[src/rtl/io_monitor_pkg.sv]
// ---------------------------------------------------------------------------
// io_monitor_pkg : shared addresses, state encoding and byte type for io_monitor
// Revision: 1.0
// ---------------------------------------------------------------------------
`default_nettype none

package io_monitor_pkg;

  localparam logic [31:0] IO_CHAR_ADDR_DEF = 32'h0003_0000;
  localparam logic [31:0] IO_HALT_ADDR_DEF = 32'h0003_0004;

  typedef logic [7:0] byte_t;

  localparam byte_t TIMEOUT_EXIT_CODE = 8'hFF;

  typedef enum logic [1:0] {
    ST_RUN   = 2'd0,
    ST_DRAIN = 2'd1,
    ST_DONE  = 2'd2
  } state_t;

endpackage

`default_nettype wire

[src/rtl/io_char_fifo.sv]
// ---------------------------------------------------------------------------
// io_char_fifo : synchronous first-word-fall-through FIFO with wrap-bit pointers
// Revision: 1.0
// ---------------------------------------------------------------------------
`default_nettype none

module io_char_fifo #(
  parameter int DEPTH_LOG = 4,
  parameter int W         = 8
) (
  input  logic         clk,
  input  logic         rst,
  input  logic         push,
  input  logic [W-1:0] push_data,
  input  logic         pop,
  output logic         full,
  output logic         empty,
  output logic [W-1:0] data
);

  localparam int DEPTH = 1 << DEPTH_LOG;
  localparam logic [DEPTH_LOG:0] PTR_ONE = {{DEPTH_LOG{1'b0}}, 1'b1};

  logic [DEPTH_LOG:0] wr_ptr;
  logic [DEPTH_LOG:0] rd_ptr;
  logic [W-1:0]       mem [DEPTH];
  logic [W-1:0]       last_data;
  logic               do_push;
  logic               do_pop;

  assign empty   = (wr_ptr == rd_ptr);
  assign full    = (wr_ptr[DEPTH_LOG] != rd_ptr[DEPTH_LOG]) &&
                   (wr_ptr[DEPTH_LOG-1:0] == rd_ptr[DEPTH_LOG-1:0]);
  assign do_pop  = pop & ~empty;
  // A pop in the same cycle frees the slot, so a push on full is still taken.
  assign do_push = push & (~full | do_pop);

  always_ff @(posedge clk) begin
    if (rst) begin
      wr_ptr    <= '0;
      rd_ptr    <= '0;
      last_data <= '0;
    end else begin
      if (do_push) wr_ptr <= wr_ptr + PTR_ONE;
      if (do_pop) begin
        rd_ptr    <= rd_ptr + PTR_ONE;
        last_data <= mem[rd_ptr[DEPTH_LOG-1:0]];
      end
    end
  end

  always_ff @(posedge clk) begin
    if (do_push) mem[wr_ptr[DEPTH_LOG-1:0]] <= push_data;
  end

  // When empty the output keeps showing the most recently drained byte.
  assign data = empty ? last_data : mem[rd_ptr[DEPTH_LOG-1:0]];

endmodule

`default_nettype wire

[src/rtl/io_monitor.sv]
// ---------------------------------------------------------------------------
// io_monitor : bus snooper for character output and program-halt detection.
// Optional watchdog enabled by IO_MONITOR_TIMEOUT_EN.  Revision: 1.0
// ---------------------------------------------------------------------------
`default_nettype none

module io_monitor
  import io_monitor_pkg::*;
#(
  parameter int                FIFO_DEPTH_LOG = 4,
  parameter int                ADDR_W         = 32,
  parameter logic [ADDR_W-1:0] IO_CHAR_ADDR   = IO_CHAR_ADDR_DEF[ADDR_W-1:0],
  parameter logic [ADDR_W-1:0] IO_HALT_ADDR   = IO_HALT_ADDR_DEF[ADDR_W-1:0]
`ifdef IO_MONITOR_TIMEOUT_EN
  ,
  parameter logic [31:0]       TIMEOUT_CYCLES = 32'd50_000_000
`endif
) (
  input  logic              clk_in,
  input  logic              rst_in,
  input  logic              rdy_in,
  input  logic [ADDR_W-1:0] mem_a,
  input  logic [7:0]        mem_dout,
  input  logic              mem_wr,
  output logic              char_valid,
  output logic [7:0]        char_data,
  input  logic              char_ready,
  output logic              done,
  output logic [7:0]        exit_code,
  output logic [31:0]       cycle_count,
  output logic              overflow
`ifdef IO_MONITOR_TIMEOUT_EN
  ,
  output logic              timeout
`endif
);

  state_t      state;
  state_t      state_next;
  logic        in_run;
  logic        bus_char;
  logic        bus_halt;
  logic        pop;
  logic        fifo_full;
  logic        fifo_empty;
  logic        tmo_hit;
  logic [31:0] count_inc;

  assign in_run    = (state == ST_RUN);
  assign bus_char  = in_run & rdy_in & mem_wr & (mem_a == IO_CHAR_ADDR);
  assign bus_halt  = in_run & rdy_in & mem_wr & (mem_a == IO_HALT_ADDR);
  assign pop       = char_valid & char_ready;
  assign char_valid = ~fifo_empty;
  assign count_inc = (cycle_count == 32'hFFFF_FFFF) ? cycle_count : cycle_count + 32'd1;

`ifdef IO_MONITOR_TIMEOUT_EN
  assign tmo_hit = in_run & rdy_in & ~bus_halt & (count_inc >= TIMEOUT_CYCLES);
`else
  assign tmo_hit = 1'b0;
`endif

  io_char_fifo #(
    .DEPTH_LOG (FIFO_DEPTH_LOG),
    .W         (8)
  ) u_fifo (
    .clk       (clk_in),
    .rst       (rst_in),
    .push      (bus_char),
    .push_data (mem_dout),
    .pop       (pop),
    .full      (fifo_full),
    .empty     (fifo_empty),
    .data      (char_data)
  );

  always_ff @(posedge clk_in) begin
    if (rst_in) state <= ST_RUN;
    else        state <= state_next;
  end

  always_comb begin
    state_next = state;
    case (state)
      ST_RUN:   if (bus_halt || tmo_hit) state_next = ST_DRAIN;
      ST_DRAIN: if (rdy_in && fifo_empty) state_next = ST_DONE;
      ST_DONE:  state_next = ST_DONE;
      default:  state_next = ST_RUN;
    endcase
  end

  always_comb begin
    done = (state == ST_DONE);
  end

  always_ff @(posedge clk_in) begin
    if (rst_in) begin
      cycle_count <= '0;
      exit_code   <= '0;
      overflow    <= 1'b0;
    end else begin
      if (in_run && rdy_in) cycle_count <= count_inc;
      if (bus_halt) exit_code <= mem_dout;
      else if (tmo_hit) exit_code <= TIMEOUT_EXIT_CODE;
      if (bus_char && fifo_full && !pop) overflow <= 1'b1;
    end
  end

`ifdef IO_MONITOR_TIMEOUT_EN
  always_ff @(posedge clk_in) begin
    if (rst_in)       timeout <= 1'b0;
    else if (tmo_hit) timeout <= 1'b1;
  end
`endif

endmodule

`default_nettype wire

[config.mk]
export PLATFORM = sky130hd
export DESIGN_NAME = io_monitor
export DESIGN_NICKNAME = d
export VERILOG_FILES = /design/src/rtl/io_monitor_pkg.sv /design/src/rtl/io_char_fifo.sv /design/src/rtl/io_monitor.sv
export SDC_FILE = /design/constraint.sdc
export NUM_CORES = 1
export LEC_CHECK = 0
export ABC_CLOCK_PERIOD_IN_PS = 4200
export BUFFER_PORTS_ARGS = -buffer_cell sky130_fd_sc_hd__buf_2
export CORE_MARGIN = 3
export CORE_UTILIZATION = 58
export CTS_BUF_LIST = sky130_fd_sc_hd__clkbuf_16
export DETAILED_ROUTE_END_ITERATION = 12
export PLACE_DENSITY = 0.87
export SYNTH_ARGS = -nofsm -noshare
export SYNTH_HDL_FRONTEND = slang
export SYNTH_HIERARCHICAL = 1
export SYNTH_SLANG_ARGS = --single-unit
[constraint.sdc]
create_clock -name clk_in -period 4.2 [get_ports clk_in]
set_clock_uncertainty 0.05 [all_clocks]
set_input_delay 1.26 -clock clk_in [delete_from_list [all_inputs] [get_ports clk_in]]
set_output_delay 1.26 -clock clk_in [all_outputs]
set_load 0.05 [all_outputs]
==> flow_summary.json <==
{
  "dp_hpwl_um": 12300,
  "root_buffer": "clkbuf_16",
  "ant_nets": 0,
  "cts_max_path_buffers": 2,
  "drtPass1Iterations": 5,
  "min_path_type": "register to register",
  "rows": 43,
  "ys_ff_latch": 193,
  "min_period_ps": 3940,
  "antenna_found_initial": 0,
  "yosys-top-cells-area": "edfxtp_1 (46%), dfxtp_1 (16%), mux4_2 (7.6%)",
  "drc": 0,
  "syn_area_um2": 8320,
  "relSlewSlack": 0.285,
  "synth_warnings": 6,
  "crit_type": "register to primary output",
  "peakVddDrop_v": 0.000281,
  "drtIter0Drc": 426,
  "cts_buffers": 17,
  "place_ws_ps": 573,
  "cts_sinks": 193,
  "r2r_end": "u_fifo/mem[2][1]",
  "path_clk_slew_ps": 70,
  "drive_above_1_share": 0.278,
  "rsz0062_at_grt": "false",
  "maxCapViolations": 0,
  "core_um2": 13900,
  "fin_tns_setup_ps": 0,
  "setup_ws_ps": 257,
  "yosys.area.top_type": "edfxtp_1",
  "wl_per_cell_um": 20.6,
  "ys.flop_type": "edfxtp_1",
  "fmax_mhz": 254,
  "synth_top_area_frac": 0.462,
  "leakage_nw": 3.40,
  "io_pins": 96,
  "nets": 762,
  "hold_violations": 0,
  "synthArstFlopShare": 0,
  "gp_congestion": 0.899,
  "critPathArrivalTime_ps": 2630,
  "start_kind": "register",
  "ys_seq_area_frac": 0.618,
  "insertion_delay_ps": 440,
  "design_area_um2": 9600,
  "cp.required_ps": 2890,
  "endpoint": "char_data[5]",
  "synth_cell_types": 64,
  "diodes": 0,
  "fin_crit_sh": 0.939,
  "avgViaCountPerCell": 6.14,
  "finalSetupViolCount": 0,
  "placed_area_um2": 9020,
  "vias": 5530,
  "most-common-layout-cells": "edfxtp_1 (128), buf_2 (95), dfxtp_1 (64), nor2_1 (45), nand2_1 (37)",
  "synth.avg_cell_area_um2": 13.9,
  "outcome": "completed",
  "p_per_area_nw_per_um2": 381,
  "synthesis.instances": 598,
  "post-cts-setup-buffers": 0,
  "die_w_um": 126,
  "rr_startpoint": "u_fifo/wr_ptr[2]",
  "grtUsageTotal": 0.241,
  "r2r_cells": 11,
  "cts_tree": "yes",
  "syn_nets": 653,
  "final_common_cell": "edfxtp_1",
  "end_kind": "primary output",
  "die_area_um2": 15800,
  "grt_max_degree": 49,
  "gr-total-overflow": 0,
  "finalMaxSlewViolations": 0,
  "cts_max_level": 4,
  "io_buffers": 95,
  "grt_pass1_wl_um": 29600,
  "grt_pass1_vias": 5586,
  "start_util": 0.597,
  "fill_cells": 905,
  "worstMarginPinSlew_ps": 1060,
  "die_h_um": 126,
  "ctsResizeCount": 0,
  "rrSetupSlack_ps": 850,
  "synth_edf_count": 128,
  "areaGrowthSynthToFinish_pct": 15.4,
  "ctsHoldBuffers": 0,
  "crit_path_max_fanout": 32,
  "drt_wl_total_um": 18600
}
==> synth_stat cells (all sizes together) (2+ instances only) <==
cell / instances
nand3: 22
and4: 7
mux2: 12
and2: 5
nor2: 45
or4: 7
xor2: 5
nor3b: 2
edfxtp: 128
o21ai: 17
a22oi: 16
o21ba: 2
or3: 16
inv: 10
and3: 5
nand2b: 6
nand2: 38
nand4: 15
o31ai: 7
clkbuf: 7
buf: 16
ha: 10
o211ai: 3
and4bb: 2
xnor2: 8
dfxtp: 65
mux4: 32
clkdlybuf4s25: 3
mux2i: 11
nor4: 9
a21oi: 36
nor2b: 6
o21a: 2
nor3: 11
==> worst min path at each step <==
stage | startpoint | endpoint | slack (ps) | depth (start not counted)
2_1_floorplan | u_fifo/last_data[0] | u_fifo/last_data[0] | 380 | 2
3_3_place_gp | u_fifo/last_data[4] | u_fifo/last_data[4] | 390 | 2
3_5_place_dp | u_fifo/last_data[1] | u_fifo/last_data[1] | 400 | 2
4_1_cts | u_fifo/last_data[1] | u_fifo/last_data[1] | 410 | 2
5_1_grt | u_fifo/last_data[0] | u_fifo/last_data[0] | 430 | 2
6_report | u_fifo/last_data[1] | u_fifo/last_data[1] | 410 | 2
==> area by class of cell <==
cell class | count | area [µm²] | share of cell area
Clock buffer | 17 | 425 | 0.0443
Tap cell | 180 | 225 | 0.0235
Multi-Input combinational cell | 369 | 2960 | 0.309
Inverter | 10 | 37.5 | 0.00391
Timing Repair Buffer | 116 | 646 | 0.0673
Clock inverter | 15 | 154 | 0.0160
Sequential cell | 193 | 5150 | 0.536
==> flip-flops by register name (all words and copies together) (netlist names), named ones only <==
signal and count:
u_fifo/last_data 8, overflow 1, cycle_count 32, state 2, u_fifo/wr_ptr 5, exit_code 8, u_fifo/mem 128, u_fifo/rd_ptr 5
==> report_power, final <==
group | internal, W | switching [W]
logic | 0.0000231 | 0.0000503
registers | 0.00202 | 0.00000177
clock network | 0.000835 | 0.000730
total | 0.00288 | 0.000782
==> metal layers <==
metal  track usage  share of wire
met2         0.407           0.52
met1         0.304           0.39
met4         0.103          0.030
met3        0.0530          0.058
met5             0              0
==> kinds of logic (layout without fill, tap and decap cells) <==
kind of cell	after synthesis	in the layout	synth area share
fa+ha+maj	10	10	0.0150
mux	55	55	0.119
flops	193	193	0.618
buf+inv	36	158	0.0254
simple gates	201	201	0.140
compound gates	90	90	0.0686
xor+xnor	13	13	0.0137
==> worst max-delay path, cell delays in order (launching register included) <==
cell     delay (ps)
dfxtp_2         350
buf_12          250
mux4_2          570
a22oi_1         330
nand2_1         170
mux2_2          290
buf_2           210
==> stage by stage <==
stage          utilization  total power [W]  instances  hold slack [ps]
2_1_floorplan            -          0.00209        598              384
3_3_place_gp         0.647          0.00214        868              391
3_5_place_dp         0.647          0.00214        868              397
4_1_cts              0.689          0.00368        900              407
5_1_grt              0.689          0.00377        900              426
6_report             0.689          0.00366        900              410
Power figures use the tool's default switching activity.
